File: src/rtl/pipe_ctrl_pkg.sv
// rtl/pipe_ctrl_pkg.sv - stage indices, FSM encoding and boolean macros for pipe_ctrl
`ifndef TRUE
`define TRUE 1'b1
`endif
`ifndef FALSE
`define FALSE 1'b0
`endif

package pipe_ctrl_pkg;
  localparam int STG_IF  = 0;
  localparam int STG_ID  = 1;
  localparam int STG_EX  = 2;
  localparam int STG_MEM = 3;
  localparam int STG_WB  = 4;

  typedef enum logic [1:0] {
    ST_IDLE  = 2'd0,
    ST_DRAIN = 2'd1,
    ST_ENTER = 2'd2
  } pipe_state_t;
endpackage

File: src/rtl/pipe_ctrl_if.sv
// rtl/pipe_ctrl_if.sv - hazard/redirect bundle between pipeline stages and pipe_ctrl
interface pipe_ctrl_if #(
  parameter int NUM_STAGES = 5,
  parameter int XLEN       = 32
);
  logic                  br_taken_i;
  logic [XLEN-1:0]       br_target_i;
  logic                  load_use_i;
  logic                  mc_busy_i;
  logic                  mem_busy_i;
  logic                  hold_flag_clint_i;
  logic                  int_req_i;
  logic [XLEN-1:0]       int_target_i;
  logic [XLEN-1:0]       if_pc_i;
  logic [NUM_STAGES-1:0] hold_o;
  logic [NUM_STAGES-1:0] flush_o;
  logic                  redirect_o;
  logic [XLEN-1:0]       redirect_pc_o;
  logic                  int_ack_o;
  logic [XLEN-1:0]       int_epc_o;
  logic                  drain_o;

  modport master (
    output br_taken_i, br_target_i, load_use_i, mc_busy_i, mem_busy_i,
           hold_flag_clint_i, int_req_i, int_target_i, if_pc_i,
    input  hold_o, flush_o, redirect_o, redirect_pc_o, int_ack_o, int_epc_o, drain_o
  );

  modport slave (
    input  br_taken_i, br_target_i, load_use_i, mc_busy_i, mem_busy_i,
           hold_flag_clint_i, int_req_i, int_target_i, if_pc_i,
    output hold_o, flush_o, redirect_o, redirect_pc_o, int_ack_o, int_epc_o, drain_o
  );
endinterface

File: src/rtl/pipe_stall_vec.sv
// rtl/pipe_stall_vec.sv - maps a stalling stage index to hold/flush vectors
// Stall at k holds stages 0..k and bubbles the register feeding stage k+1.
module pipe_stall_vec #(
  parameter int NUM_STAGES = 5,
  parameter int IDX_W      = $clog2(NUM_STAGES)
) (
  input  logic                  en,
  input  logic [IDX_W-1:0]      stage,
  output logic [NUM_STAGES-1:0] hold,
  output logic [NUM_STAGES-1:0] flush
);
  always_comb begin
    hold  = '0;
    flush = '0;
    for (int i = 0; i < NUM_STAGES; i++) begin
      hold[i]  = en && (i <= int'(stage));
      flush[i] = en && (i == int'(stage) + 1);
    end
  end
endmodule

File: src/rtl/pipe_ctrl.sv
// rtl/pipe_ctrl.sv - merges stage stalls, EX redirects and CLINT hold into hold/flush
// vectors, and sequences interrupt entry (drain, capture epc, redirect to trap vector).
module pipe_ctrl
  import pipe_ctrl_pkg::*;
#(
  parameter int NUM_STAGES = 5,
  parameter int XLEN       = 32,
  parameter int ID_STAGE   = STG_ID,
  parameter int EX_STAGE   = STG_EX,
  parameter int MEM_STAGE  = STG_MEM
) (
  input logic        clk,
  input logic        rst_n,
  pipe_ctrl_if.slave bus
);
  localparam int IDX_W = $clog2(NUM_STAGES);
  localparam logic [NUM_STAGES-1:0] ENTER_FLUSH = {{(NUM_STAGES-1){1'b1}}, 1'b0};
  localparam logic [NUM_STAGES-1:0] BR_FLUSH    = NUM_STAGES'((1 << (EX_STAGE + 1)) - 2);

  pipe_state_t           state;
  logic [IDX_W-1:0]      cnt;
  logic [XLEN-1:0]       epc;
  logic                  drain_q;

  logic                  stall_en;
  logic [IDX_W-1:0]      stall_idx;
  logic [NUM_STAGES-1:0] sv_hold;
  logic [NUM_STAGES-1:0] sv_flush;
  logic [NUM_STAGES-1:0] hold_c;
  logic [NUM_STAGES-1:0] flush_c;
  logic                  redirect_c;
  logic [XLEN-1:0]       redirect_pc_c;
  logic                  ack_c;
  logic                  br_fire;
  logic                  cnt_en;

  pipe_stall_vec #(.NUM_STAGES(NUM_STAGES), .IDX_W(IDX_W)) u_stall_vec (
    .en    (stall_en),
    .stage (stall_idx),
    .hold  (sv_hold),
    .flush (sv_flush)
  );

  always_comb begin
    stall_en      = 1'b0;
    stall_idx     = '0;
    hold_c        = '0;
    flush_c       = '0;
    redirect_c    = 1'b0;
    redirect_pc_c = '0;
    ack_c         = 1'b0;
    br_fire       = 1'b0;
    if (rst_n) begin
      if (bus.hold_flag_clint_i) begin
        hold_c = '1;
      end else if (state == ST_ENTER) begin
        redirect_c    = 1'b1;
        redirect_pc_c = bus.int_target_i;
        ack_c         = 1'b1;
        flush_c       = ENTER_FLUSH;
      end else if (bus.mem_busy_i) begin
        stall_en  = 1'b1;
        stall_idx = IDX_W'(MEM_STAGE);
      end else if (bus.mc_busy_i) begin
        stall_en  = 1'b1;
        stall_idx = IDX_W'(EX_STAGE);
      end else if (bus.br_taken_i) begin
        br_fire       = 1'b1;
        redirect_c    = 1'b1;
        redirect_pc_c = bus.br_target_i;
        flush_c       = BR_FLUSH;
        // Keep IF frozen while draining so the redirected fetch does not slip in.
        hold_c[0]     = (state == ST_DRAIN);
      end else if (bus.load_use_i) begin
        stall_en  = 1'b1;
        stall_idx = IDX_W'(ID_STAGE);
      end else if (state == ST_DRAIN) begin
        stall_en  = 1'b1;
        stall_idx = '0;
      end
    end
  end

  assign cnt_en = !bus.mem_busy_i && !bus.mc_busy_i && !bus.load_use_i;

  always_ff @(posedge clk or negedge rst_n) begin
    if (!rst_n) begin
      state   <= ST_IDLE;
      cnt     <= '0;
      epc     <= '0;
      drain_q <= `FALSE;
    end else if (!bus.hold_flag_clint_i) begin
      unique case (state)
        ST_IDLE: begin
          if (bus.int_req_i) begin
            state   <= ST_DRAIN;
            cnt     <= IDX_W'(NUM_STAGES - 1);
            epc     <= br_fire ? bus.br_target_i : bus.if_pc_i;
            drain_q <= `TRUE;
          end
        end
        ST_DRAIN: begin
          // A taken branch in the shadow means the true return point is its target.
          if (br_fire) epc <= bus.br_target_i;
          if (cnt_en) begin
            cnt <= cnt - IDX_W'(1);
            if (cnt == IDX_W'(1)) state <= ST_ENTER;
          end
        end
        ST_ENTER: begin
          state   <= ST_IDLE;
          drain_q <= `FALSE;
        end
        default: begin
          state   <= ST_IDLE;
          drain_q <= `FALSE;
        end
      endcase
    end
  end

  assign bus.hold_o        = hold_c | sv_hold;
  assign bus.flush_o       = flush_c | sv_flush;
  assign bus.redirect_o    = redirect_c;
  assign bus.redirect_pc_o = redirect_pc_c;
  assign bus.int_ack_o     = ack_c;
  assign bus.int_epc_o     = epc;
  assign bus.drain_o       = drain_q;
endmodule

File: src/flat_wrapper.sv
// flat-port wrapper written by rule: the top's interface ports become plain ports
module pipe_ctrl_flat import pipe_ctrl_pkg::*;
#(
  parameter int NUM_STAGES = 5,
  parameter int XLEN       = 32,
  parameter int ID_STAGE   = STG_ID,
  parameter int EX_STAGE   = STG_EX,
  parameter int MEM_STAGE  = STG_MEM
)
  (clk, rst_n, bus_br_taken_i, bus_br_target_i, bus_load_use_i, bus_mc_busy_i, bus_mem_busy_i, bus_hold_flag_clint_i, bus_int_req_i, bus_int_target_i, bus_if_pc_i, bus_hold_o, bus_flush_o, bus_redirect_o, bus_redirect_pc_o, bus_int_ack_o, bus_int_epc_o, bus_drain_o);
  pipe_ctrl_if #(.NUM_STAGES(NUM_STAGES), .XLEN(XLEN)) bus_i ();
  input logic clk;
  input logic rst_n;
  input wire logic [$bits(bus_i.br_taken_i)-1:0] bus_br_taken_i;
  input wire logic [$bits(bus_i.br_target_i)-1:0] bus_br_target_i;
  input wire logic [$bits(bus_i.load_use_i)-1:0] bus_load_use_i;
  input wire logic [$bits(bus_i.mc_busy_i)-1:0] bus_mc_busy_i;
  input wire logic [$bits(bus_i.mem_busy_i)-1:0] bus_mem_busy_i;
  input wire logic [$bits(bus_i.hold_flag_clint_i)-1:0] bus_hold_flag_clint_i;
  input wire logic [$bits(bus_i.int_req_i)-1:0] bus_int_req_i;
  input wire logic [$bits(bus_i.int_target_i)-1:0] bus_int_target_i;
  input wire logic [$bits(bus_i.if_pc_i)-1:0] bus_if_pc_i;
  output wire logic [$bits(bus_i.hold_o)-1:0] bus_hold_o;
  output wire logic [$bits(bus_i.flush_o)-1:0] bus_flush_o;
  output wire logic [$bits(bus_i.redirect_o)-1:0] bus_redirect_o;
  output wire logic [$bits(bus_i.redirect_pc_o)-1:0] bus_redirect_pc_o;
  output wire logic [$bits(bus_i.int_ack_o)-1:0] bus_int_ack_o;
  output wire logic [$bits(bus_i.int_epc_o)-1:0] bus_int_epc_o;
  output wire logic [$bits(bus_i.drain_o)-1:0] bus_drain_o;
  assign bus_i.br_taken_i = bus_br_taken_i;
  assign bus_i.br_target_i = bus_br_target_i;
  assign bus_i.load_use_i = bus_load_use_i;
  assign bus_i.mc_busy_i = bus_mc_busy_i;
  assign bus_i.mem_busy_i = bus_mem_busy_i;
  assign bus_i.hold_flag_clint_i = bus_hold_flag_clint_i;
  assign bus_i.int_req_i = bus_int_req_i;
  assign bus_i.int_target_i = bus_int_target_i;
  assign bus_i.if_pc_i = bus_if_pc_i;
  assign bus_hold_o = bus_i.hold_o;
  assign bus_flush_o = bus_i.flush_o;
  assign bus_redirect_o = bus_i.redirect_o;
  assign bus_redirect_pc_o = bus_i.redirect_pc_o;
  assign bus_int_ack_o = bus_i.int_ack_o;
  assign bus_int_epc_o = bus_i.int_epc_o;
  assign bus_drain_o = bus_i.drain_o;
  pipe_ctrl #(.NUM_STAGES(NUM_STAGES), .XLEN(XLEN), .ID_STAGE(ID_STAGE), .EX_STAGE(EX_STAGE), .MEM_STAGE(MEM_STAGE)) u_core (.clk(clk), .rst_n(rst_n), .bus(bus_i));
endmodule
File: config.mk
export PLATFORM = sky130hd
export DESIGN_NAME = pipe_ctrl_flat
export DESIGN_NICKNAME = d
export VERILOG_FILES = /design/src/rtl/pipe_ctrl_pkg.sv /design/src/rtl/pipe_ctrl_if.sv /design/src/rtl/pipe_stall_vec.sv /design/src/rtl/pipe_ctrl.sv /design/src/flat_wrapper.sv
export SDC_FILE = /design/constraint.sdc
export NUM_CORES = 1
export LEC_CHECK = 0
export ABC_CLOCK_PERIOD_IN_PS = 4700
export CAP_MARGIN = 20
export CORE_MARGIN = 2
export CORE_UTILIZATION = 37
export CTS_CLUSTER_SIZE = 30
export DETAILED_ROUTE_END_ITERATION = 10
export PLACE_DENSITY = 0.86
export SLEW_MARGIN = 15
export SYNTH_ARGS = -nofsm -noshare
export SYNTH_HDL_FRONTEND = slang
export SYNTH_SLANG_ARGS = --single-unit
File: constraint.sdc
create_clock -name clk -period 4.7 [get_ports clk]
set_input_delay 0.94 -clock clk [delete_from_list [all_inputs] [get_ports clk]]
set_output_delay 0.94 -clock clk [all_outputs]
set_load 0.005 [all_outputs]
# After elaboration in Yosys (flattened, before gate mapping)
# Index checks and enable logic that the tools add are counted.
[totals] ff_bits=38 out_inout_bits=77 word_cells=105
[classes] n_addsub=2 n_lt_le_gt_ge=4 eq_ne=11 mux=59 n_bitwise=4 n_reduce_logical=21
[op_table] operator="two-way mux 32 bit" count=9
[op_table] operator="equality test 3 x 32 -> 1 bit, first input constant" count=2
[op_table] operator="case mux 32 bit (2 select lines)" count=1
[op_table] operator="equality test 2 x 32 -> 1 bit, first input constant" count=1
[op_table] operator="logical NOT 32 bit" count=1
[op_table] operator="two-way mux 5 bit" count=6
[op_table] operator="two-way mux 1 bit" count=27
[op_table] operator="two-way mux 3 bit" count=9
[op_table] operator="AND reduction 4 bit" count=3
[op_table] operator="logical AND 1 bit" count=11
[op_table] operator="bitwise OR 5 bit" count=2
[op_table] operator="<= comparator 2 x 3 -> 1 bit, first input constant" count=2
[op_table] operator="two-way mux 2 bit" count=3
[op_table] operator="case mux 3 bit (2 select lines)" count=1
[op_table] operator="adder 3 x 1 -> 4 bit, second input constant" count=1
[op_table] operator="equality test 3 x 4 -> 1 bit, first input constant" count=1
[op_table] operator="two-way mux 4 bit" count=1
[op_table] operator="!= test 2 x 1 -> 1 bit, second input constant" count=2
[op_table] operator="!= test 2 bit, second input constant" count=2
[op_table] operator="case mux 2 bit (2 select lines)" count=1
[op_table] operator="equality test 3 x 1 -> 1 bit, second input constant" count=1
[op_table] operator="<= comparator 1 x 3 -> 1 bit, first input constant" count=1
[op_table] operator="<= comparator 3 bit, first input constant" count=1
[op_table] operator="logical NOT 1 bit" count=3
[op_table] operator="other kinds (8)" count=9

# Depth between registers and ports, before layout
# Gate-level depths: netlist of the first run.
[logic_depth] word_depth=11 ltp_mapped=6 mapped_depth_nobuf=6

# By module
# Synthesis of the first run repeated with hierarchy kept, for this count alone.
[unflattened] hier_cells=295 area_unflattened_um2=2463.6
[modules_own_cells] module="pipe_ctrl" instances=1 cells_each=280 area_per_inst_um2=2376.0 seq_area_each_um2=950.9
[modules_own_cells] module="pipe_stall_vec" instances=1 cells_each=15 area_per_inst_um2=87.6 seq_area_each_um2=0.0

# Least setup slack after synthesis of the first run
# No wires, ideal clock.
[synth_path] path_kind="input-to-output" start="input port bus_br_taken_i" end="output port bus_hold_o[0]" arrival_time_ns=1.879 setup_slack_ns=1.881 cell_stages=4 path_cell_list="clkbuf_1 -> o21ai_0 -> maj3_1 -> o21a_1"
[synth_between] elab_chain_len=7
[synth_lines] element="start: declaration" line_no="flat_wrapper.sv:14" text="input wire logic [$bits(bus_i.br_taken_i)-1:0] bus_br_taken_i;"
[synth_lines] element="two-way mux 1 bit" line_no="pipe_ctrl.sv:67" text="end else if (bus.br_taken_i) begin"
[synth_lines] element="two-way mux 1 bit" line_no="pipe_ctrl.sv:64" text="end else if (bus.mc_busy_i) begin"
[synth_lines] element="two-way mux 1 bit" line_no="pipe_ctrl.sv:61" text="end else if (bus.mem_busy_i) begin"
[synth_lines] element="two-way mux 1 bit" line_no="pipe_ctrl.sv:56" text="end else if (state == ST_ENTER) begin"
[synth_lines] element="two-way mux 1 bit" line_no="pipe_ctrl.sv:54" text="if (bus.hold_flag_clint_i) begin"
[synth_lines] element="two-way mux 5 bit / two-way mux 1 bit (equally long branches)" line_no="pipe_ctrl.sv:53" text="if (rst_n) begin"
[synth_lines] element="bitwise OR 5 bit (*)" line_no="pipe_ctrl.sv:122" text="assign bus.hold_o = hold_c | sv_hold;"
[synth_lines] element="end: declaration" line_no="flat_wrapper.sv:23" text="output wire logic [$bits(bus_i.hold_o)-1:0] bus_hold_o;"
# Mark *: on every way between the ends. The rest lies on a longest branch, timed or not.

# Final worst setup path of the first run
[layout_path] start="input port bus_hold_flag_clint_i" end="output port bus_redirect_pc_o[1]"
[layout_between] elab_chain_len=2
[layout_lines] element="start: declaration" line_no="flat_wrapper.sv:19" text="input wire logic [$bits(bus_i.hold_flag_clint_i)-1:0] bus_hold_flag_clint_i;"
[layout_lines] element="two-way mux 32 bit" line_no="pipe_ctrl.sv:54"
[layout_lines] element="two-way mux 32 bit" line_no="pipe_ctrl.sv:53"
[layout_lines] element="end: declaration" line_no="flat_wrapper.sv:26" text="output wire logic [$bits(bus_i.redirect_pc_o)-1:0] bus_redirect_pc_o;"
# Every way passes these cells.

==> reports/qor.csv, run 1 <==
metric;value;unit
path_clk_slew;0.07;ns
row_count;29;
rsz0062_at_grt;no;
synth-seq-area-share;0.386;
syn_to_final_growth;76.4;%
use_met3;0.0664;
start_util;0.386;
clockBufferDepth;2;
setup_viol;0;
worstSetupEndpointType;output pin;
synth_area_leader_cell;dfrtp_1;
grtUsageTotal;0.244;
p_leak;1.69;nW
finalPower;1.60;mW
vdd_drop_max;0.195;mV
syn-instance-count;293;
place.detailed.hpwl;6820;um
cp.required;3.76;ns
hold_violations;0;
fillers;528;
die_area;7330;um2
syn-num-nets;399;
layout_setup_ws;0.602;ns
hold_path_class;input pin to asynchronous set/reset pin;
antenna_found_initial;0;
gp_congestion;0.844;
synth_area;2460;um2
syn_area_per_cell;8.41;um2
synth_flop_cell;dfrtp_1;
cts_root_buf;clkbuf_8;
whs;0.504;ns
status;complete, no violations;
power_density;369;nW/um2
synthArstFlopShare;1.00;
worstMarginPinSlew;1.05;ns
multi_input_area;1340;um2
yosysWarningCount;0;
io_buffers;179;
synth_top_area_share;0.386;
crit_fanout;25;
cts_buffers;5;
clk_latency;0.29;ns
busiest_layer;met2;
post-cts-setup-buffers;0;
core_area;6390;um2
seq_area;951;um2
ioPinCount;181;
cap_viol_max_count;0;
drv_slew;0;
use_met1;0.299;
cts_tree;done;
r2r_start;u_core.state[0];
dpl_worst_slack;0.614;ns
fin_nets;564;
slew_headroom;0.302;
vias_per_cell;5.59;
routed_wl;9230;um
grt_use_met2;0.432;
crit_type;input pin to output pin;
min_period;4.10;ns
final_layout_size_suffix_gt1_frac;0.0588;
overflow;0;
yosys-top-cells-area;dfrtp_1 39%, a22o_1 12%, a31oi_1 8.1%;
cts_hold_buf;0;
finalSetupTns;0;ns
stdcell_count;536;
die_w;85.6;um
grt_first_pass_wirelength;14300;um
cts_sinks;38;
drc_errors;0;
vias;2997;
cp.arrival;3.16;ns
cts_max_level;2;
start_kind;input pin;
yosysUniqueCellTypes;40;
skew;0.00670;ns
first_pass_iters;4;
ant_nets;0;
diodes;0;
ys_ff_latch;38;
cts.repair.resized;0;
die_y;85.6;um
startpoint;bus_hold_flag_clint_i;
synth_edf_count;0;
max_freq;244;MHz
fin_crit_sh;0.872;
first_global_vias;2856;
routedWlPerCell;17.2;um
dp.cells;528;
grt_max_degree;65;
drtIter0Drc;169;
## kinds of logic after synthesis
family	synth area share
multiplexers	0.00406
flip-flops	0.386
AO/OA/AOI/OAI	0.334
buffers and inverters	0.0726
AND/OR/NAND/NOR	0.187
adder cells (fa/ha/maj)	0.0142
other	0.00152
## layout make-up
| type | instances | share of cell area |
|---|---|---|
| inverters | 5 | 0.00432 |
| repair buffers | 187 | 0.425 |
| well taps | 77 | 0.0222 |
| flip-flops and latches | 38 | 0.219 |
| clock buffers | 6 | 0.0190 |
| multi-input cells | 221 | 0.308 |
| clock inverters | 2 | 0.00288 |
## Yosys cell counts (2+ instances only)
cell / count
dfrtp_1: 38
nor2_1: 38
nand3_1: 34
o21ai_0: 34
a22o_1: 33
a31oi_1: 32
buf_2: 17
buf_4: 8
a21oi_1: 7
o21ai_1: 5
clkbuf_1: 4
inv_1: 4
nand2_1: 4
nand2b_1: 4
nor2b_1: 3
a41o_1: 2
ha_1: 2
o21a_1: 2
## placed cells by master, fill, tap and decap left out, types with 2 or more instances in the layout
cell             instances
a31oi_1                 32
nor2_2                   2
nand2_1                  4
nand2b_1                 4
o21a_1                   2
a21oi_1                  7
o21ai_1                  5
nor2b_1                  3
inv_1                    4
buf_4                    8
clkbuf_8                 6
dfrtp_1                 38
clkdlybuf4s50_1        178
o21ai_0                 34
ha_1                     2
nor2_1                  37
nand3_1                 34
a22o_1                  33
## per-stage QoR
| stage | instance area [um2] | utilization |
|---|---|---|
| after floorplan | 2460 | - |
| after global placement | 4250 | 0.666 |
| after detailed placement | 4250 | 0.666 |
| after CTS | 4350 | 0.680 |
| after global routing | 4350 | 0.680 |
| final | 4350 | 0.680 |
## sequential cells by signal, indices dropped and copies added (netlist names)
register              count
u_core.bus.drain_o        1
u_core.bus.int_epc_o     32
u_core.cnt                3
u_core.state              2
## worst max-delay path, cell delays in order
cell	delay, ns
clkdlybuf4s50_1	0.67
nor2b_4	0.28
nand3_1	0.13
nor2_2	0.13
buf_4	0.29
a22o_1	0.21
clkdlybuf4s50_1	0.50
## final timing paths
| path | endpoint | slack, ns | cells after the start |
|---|---|---|---|
| setup / recovery | bus_redirect_pc_o[1] | 0.60 | 7 |
| hold / removal | u_core.state[0] | 0.50 | 1 |
| setup reg to reg | u_core.bus.int_epc_o[16] | 2.46 | 3 |
| hold reg to reg | u_core.bus.drain_o | 0.53 | 1 |
| max in group asynchronous | u_core.bus.int_epc_o[30] | 3.49 | 2 |
| min in group clk | u_core.bus.drain_o | 0.53 | 1 |
## metal layers
layer | vias to the layer above | part of all wire
met5 | - | 0
met4 | 0 | 0.0092
met3 | 8 | 0.086
met2 | 139 | 0.51
met1 | 1425 | 0.40
li1 | 1425 | -
## where the power goes
| part | leakage, nW | total, mW | internal [mW] | switching (mW) |
|---|---|---|---|---|
| sequential | 0.422 | 0.576 | 0.481 | 0.0950 |
| combinational | 1.22 | 0.787 | 0.466 | 0.322 |
| clock | 0.0472 | 0.238 | 0.118 | 0.120 |
Power figures use the tool's default switching activity.
==> inputs of run 2 (changes only) <==
--- a/config.mk
+++ b/config.mk
@@ -5,13 +5,13 @@
 export SDC_FILE = /design/constraint.sdc
 export NUM_CORES = 1
 export LEC_CHECK = 0
-export ABC_CLOCK_PERIOD_IN_PS = 4700
+export ABC_CLOCK_PERIOD_IN_PS = 4019
 export CAP_MARGIN = 20
 export CORE_MARGIN = 2
-export CORE_UTILIZATION = 37
+export CORE_UTILIZATION = 35
 export CTS_CLUSTER_SIZE = 30
 export DETAILED_ROUTE_END_ITERATION = 10
-export PLACE_DENSITY = 0.86
+export PLACE_DENSITY = 0.82
 export SLEW_MARGIN = 15
 export SYNTH_ARGS = -nofsm -noshare
 export SYNTH_HDL_FRONTEND = slang
==> constraint.sdc (replaced) <==
create_clock -name clk -period 4.02 [get_ports clk]
set_input_delay 0.804 -clock clk [delete_from_list [all_inputs] [get_ports clk]]
set_output_delay 0.804 -clock clk [all_outputs]
set_load 0.005 [all_outputs]
==> run 2 against run 1 <==
  * Utilization fell by 3.2 points
  * Clock power is 19% higher
  * Routed wire length down 2.5%
  * Combinational power is 17% higher
  * Setup slack lost 0.23 ns
  * Clock skew decreased by 0.0040 ns
  * Critical path type unchanged
  * Largest power group unchanged
==> reports/qor.csv, run 2 (synthesis gave the netlist of run 1 again) <==
metric;value;unit;change
power_density;426;nW/um2;+15%
p_switching;0.623;mW;+16%
use_met1;0.264;;-0.0354
dpl_worst_slack;0.391;ns;-0.223 ns
die_w;87.9;um;+2.7%
die_y;87.9;um;+2.7%
grtUsageTotal;0.224;;-0.0207
p_leak;1.71;nW;+1.1%
final_layout_size_suffix_gt1_frac;0.0649;;+0.00611
antenna_found_initial;0;;unchanged
switching_share;0.333;;-0.00267
dp.cells;550;;+4.2%
grt_first_pass_wirelength;13500;um;-5.7%
crit_fanout;18;;-28%
fillers;602;;+14%
status;complete, no violations;;
row_count;30;;+3.4%
drc_errors;0;;unchanged
cts_hold_buf;0;;unchanged
hold_violations;0;;unchanged
cts_max_level;2;;unchanged
fin_nets;567;;+0.53%
routed_wl;8990;um;-2.5%
grt_max_degree;35;;-46%
cap_viol_max_count;0;;unchanged
first_global_vias;2791;;-2.3%
diodes;0;;unchanged
cp.required;3.22;ns;-0.54 ns
path_clk_slew;0.08;ns;about the same
drtIter0Drc;139;;-18%
place.detailed.hpwl;6740;um;-1.2%
clock_power_share;0.152;;+0.003
combinationalPowerShare;0.491;;about the same
setup_viol;0;;unchanged
grt_use_met2;0.406;;-0.0255
ant_nets;0;;unchanged
largest_register_ffs;32;;unchanged
start_util;0.363;;-0.0232
skew;0.00271;ns;-0.00399 ns
start_kind;input pin;;
worstSetupEndpointType;output pin;;
fin_crit_sh;0.908;;
seq_power_share;0.357;;-0.002
worstMarginPinSlew;0.735;ns;-0.312 ns
p_int;1.25;mW;+17%
crit_type;input pin to output pin;;
routedWlPerCell;16.1;um;-6.4%
most-common-layout-cells;178 x clkdlybuf4s50_1, 38 x dfrtp_1, 37 x nor2_1, 34 x nand3_1, 34 x o21ai_0;;
io_buffers;179;;unchanged
gp_congestion;0.773;;-8.5%
die_area;7730;um2;+5.4%
max_freq;274;MHz;
min_period;3.65;ns;
cp.arrival;2.85;ns;-0.31 ns
cts_root_buf;clkbuf_8;;
cts_buffers;5;;unchanged
syn_to_final_growth;78.8;%;
clk_latency;0.30;ns;about the same
ioPinCount;181;;unchanged
vias_per_cell;5.32;;-4.9%
finalSetupTns;0;ns;unchanged
layout_setup_ws;0.369;ns;-0.233 ns
hold_path_class;input pin to asynchronous set/reset pin;;
vias;2966;;-1.0%
busiest_layer;met2;;
cts_sinks;38;;unchanged
rsz0062_at_grt;no;;
post-cts-setup-buffers;0;;unchanged
mostFrequentLayoutCell;clkdlybuf4s50_1;;
cts_tree;done;;
slew_headroom;0.510;;+0.208
cts.repair.resized;0;;unchanged
clockBufferDepth;2;;unchanged
first_pass_iters;4;;unchanged
core_area;6790;um2;+6.4%
overflow;0;;unchanged
drv_slew;0;;unchanged
stdcell_count;558;;+4.1%
use_met3;0.0603;;-0.00609
vdd_drop_max;0.204;mV;+4.4%
==> run 2: cell count changes in the layout (fill, tap and decap cells not counted), sizes merged <==
cell and delta:
buf +3
==> run 2: final timing paths <==
path                                  from                 endpoint  slack [ns]  cells past startpoint
min                                  rst_n       u_core.bus.drain_o        0.51                      2
min reg2reg                  u_core.cnt[1]            u_core.cnt[1]        0.54                      1
min in group clk             u_core.cnt[1]            u_core.cnt[1]        0.54                      1
max reg2reg                u_core.state[0]  u_core.bus.int_epc_o[8]        1.97                      5
max                         bus_mem_busy_i    bus_redirect_pc_o[13]        0.37                      7
max in group asynchronous            rst_n  u_core.bus.int_epc_o[4]        3.26                      2
==> run 2: power groups by stage <==
stage                     clock network, mW  logic, mW  registers [mW]
after global routing                  0.309       1.01           0.696
after floorplan                           0      0.378           0.678
after CTS                             0.292      0.934           0.672
final                                 0.284      0.921           0.669
after detailed placement                  0      0.931           0.679
after global placement                    0      0.910           0.666
==> run 2: through the flow <==
| step | area (um2) | total power [mW] | hold WS [ns] | util |
|---|---|---|---|---|
| floorplan | 2460 | 1.06 | 0.496 | - |
| global placement | 4310 | 1.58 | 0.494 | 0.634 |
| detailed placement | 4310 | 1.61 | 0.515 | 0.634 |
| CTS | 4400 | 1.90 | 0.507 | 0.648 |
| global route | 4400 | 2.02 | 0.518 | 0.648 |
| finish | 4400 | 1.87 | 0.508 | 0.648 |
==> run 2: area by class of cell <==
cell class                      count  area (um2)  share of cell area
Multi-Input combinational cell    221        1340               0.304
Tap cell                           96         120              0.0273
Inverter                            5        18.8             0.00426
Clock buffer                        6        82.6              0.0188
Clock inverter                      2        12.5             0.00284
Timing Repair Buffer              190        1880               0.427
Sequential cell                    38         951               0.216
==> run 2: critical path: stages <==
cell and delay (ns):
clkdlybuf4s50_1 0.52, nor2_4 0.28, nand3_1 0.14, nor2_2 0.13
buf_4 0.26, a22o_1 0.21, clkdlybuf4s50_1 0.51
==> run 2: routing by layer <==
metal / vias up / wire [um]
met5: - / 0
met4: 0 / 101
met3: 11 / 765
met2: 127 / 4680
met1: 1390 / 3450
li1: 1438 / -
==> inputs of run 3 (changes only) <==
--- a/config.mk
+++ b/config.mk
@@ -7,7 +7,7 @@
 export LEC_CHECK = 0
 export ABC_CLOCK_PERIOD_IN_PS = 4019
 export CAP_MARGIN = 20
-export CORE_MARGIN = 2
+export CORE_MARGIN = 5
 export CORE_UTILIZATION = 35
 export CTS_CLUSTER_SIZE = 30
 export DETAILED_ROUTE_END_ITERATION = 10
==> run 3 against run 2 <==
  * Global-route usage is 0.79 points lower
  * Sequential share of layout area is 0.062 points higher
  * Sequential power hardly changed
  * Clock power is 7% lower
  * Largest power group unchanged
  * Highest routed layer unchanged
==> reports/qor.csv, run 3 (synthesis gave the netlist of run 1 again) <==
metric;value;unit;change
status;complete, no violations;;
drc_errors;0;;unchanged
crit_type;input pin to output pin;;
cts_hold_buf;0;;unchanged
p_int;1.25;mW;-0.38%
vias;2971;;+0.17%
largest_register_ffs;32;;unchanged
cts.repair.resized;0;;unchanged
slew_headroom;0.510;;about the same
cp.arrival;2.82;ns;-0.03 ns
finalPower;1.87;mW;-0.45%
antenna_found_initial;0;;unchanged
setup_viol;0;;unchanged
grt_first_pass_wirelength;15200;um;+12%
first_pass_iters;4;;unchanged
fin_crit_sh;0.902;;-0.00646
grtUsageTotal;0.216;;-0.00792
clockBufferDepth;2;;unchanged
reg2regPathDepth;5;;unchanged
min_period;3.62;ns;-0.0260 ns
worstReg2RegEnd;u_core.bus.int_epc_o[23];;
final_layout_size_suffix_gt1_frac;0.0609;;-0.00407
row_count;30;;unchanged
vias_per_cell;5.34;;+0.53%
cts_tree;done;;
cts_max_level;2;;unchanged
r2r_start;u_core.state[0];;
clock_power_share;0.142;;-0.010
p_leak;1.70;nW;-0.24%
cts_root_buf;clkbuf_8;;
crit_fanout;18;;unchanged
p_switching;0.620;mW;-0.59%
ant_nets;0;;unchanged
cap_viol_max_count;0;;unchanged
gp_congestion;0.777;;+0.50%
worstSetupEndpointType;output pin;;
finalSetupTns;0;ns;unchanged
cts_buffers;5;;unchanged
cp.required;3.22;ns;about the same
most-common-layout-cells;178 x clkdlybuf4s50_1, 38 x dfrtp_1, 37 x nor2_1, 34 x nand3_1, 34 x o21ai_0;;
routedWlPerCell;17.7;um;+10%
skew;0.00234;ns;-0.000371 ns
die_w;93.9;um;+6.8%
mostFrequentLayoutCell;clkdlybuf4s50_1;;
power_density;425;nW/um2;-0.17%
dp.cells;550;;unchanged
routed_wl;9860;um;+9.6%
start_util;0.361;;-0.00199
fillers;628;;+4.3%
final_cell_area;4390;um2;-0.28%
start_kind;input pin;;
rrSetupSlack;1.85;ns;-0.12 ns
hold_violations;0;;unchanged
cts_sinks;38;;unchanged
drv_slew;0;;unchanged
rsz0062_at_grt;no;;
clk_latency;0.28;ns;-0.02 ns
overflow;0;;unchanged
drtIter0Drc;99;;-29%
ioPinCount;181;;unchanged
seq_power_share;0.360;;+0.003
die_y;93.9;um;+6.8%
syn_to_final_growth;78.3;%;
first_global_vias;3072;;+10%
diodes;0;;unchanged
post-cts-setup-buffers;0;;unchanged
combinationalPowerShare;0.498;;+0.007
grt_max_degree;34;;-2.9%
io_buffers;179;;unchanged
vdd_drop_max;0.183;mV;-10%
worstMarginPinSlew;0.736;ns;+0.000501 ns
hold_path_class;input pin to asynchronous set/reset pin;;
stdcell_count;556;;-0.36%
dpl_cell_area;4310;um2;unchanged
place.detailed.hpwl;7500;um;+11%
max_freq;276;MHz;+0.72%
switching_share;0.332;;-0.000477
fin_nets;567;;unchanged
postLayoutCoreUtil;0.643;;-0.00539
path_clk_slew;0.07;ns;about the same
die_area;8820;um2;+14%
core_area;6830;um2;+0.55%
==> run 3: worst max-delay path by stage <==
stage                         startpoint               endpoint
after CTS                 bus_mem_busy_i  bus_redirect_pc_o[15]
after global routing      bus_mem_busy_i  bus_redirect_pc_o[17]
final                     bus_mem_busy_i  bus_redirect_pc_o[17]
after global placement    bus_mem_busy_i  bus_redirect_pc_o[29]
after detailed placement  bus_mem_busy_i  bus_redirect_pc_o[15]
after floorplan           bus_br_taken_i          bus_hold_o[0]
==> run 3: area by class of cell <==
class | count | area, um2 | share of cell area
inverters | 5 | 18.8 | 0.00427
flip-flops and latches | 38 | 951 | 0.217
clock buffers | 6 | 82.6 | 0.0188
well taps | 96 | 120 | 0.0274
repair buffers | 190 | 1880 | 0.428
multi-input cells | 221 | 1340 | 0.305
==> run 3: power groups by stage <==
stage,Sequential (mW),Combinational [mW],Clock (mW)
after CTS,0.673,0.941,0.269
after detailed placement,0.681,0.939,0
after floorplan,0.678,0.378,0
after global routing,0.702,1.02,0.284
after global placement,0.667,0.915,0
final,0.671,0.930,0.265
==> run 3: through the flow <==
| step | hold WS (ns) | worst slack (ns) |
|---|---|---|
| CTS | 0.503 | 0.381 |
| finish | 0.501 | 0.395 |
| floorplan | 0.496 | 1.47 |
| detailed placement | 0.513 | 0.383 |
| global placement | 0.492 | 0.465 |
| global route | 0.528 | 0.282 |
==> run 3: worst max-delay path: stages <==
cell and delay, ns:
clkdlybuf4s50_1 0.53, nor2_4 0.28, nand3_1 0.14, nor2_2 0.13
buf_4 0.25, a22o_1 0.18, clkdlybuf4s50_1 0.52
==> run 3: layer usage <==
layer / track usage / vias to the layer above / wire length (um)
met4: 0.0614 / 0 / 148
met3: 0.0529 / 12 / 739
met2: 0.389 / 124 / 5070
met5: 0 / - / 0
li1: - / 1428 / -
met1: 0.251 / 1407 / 3900
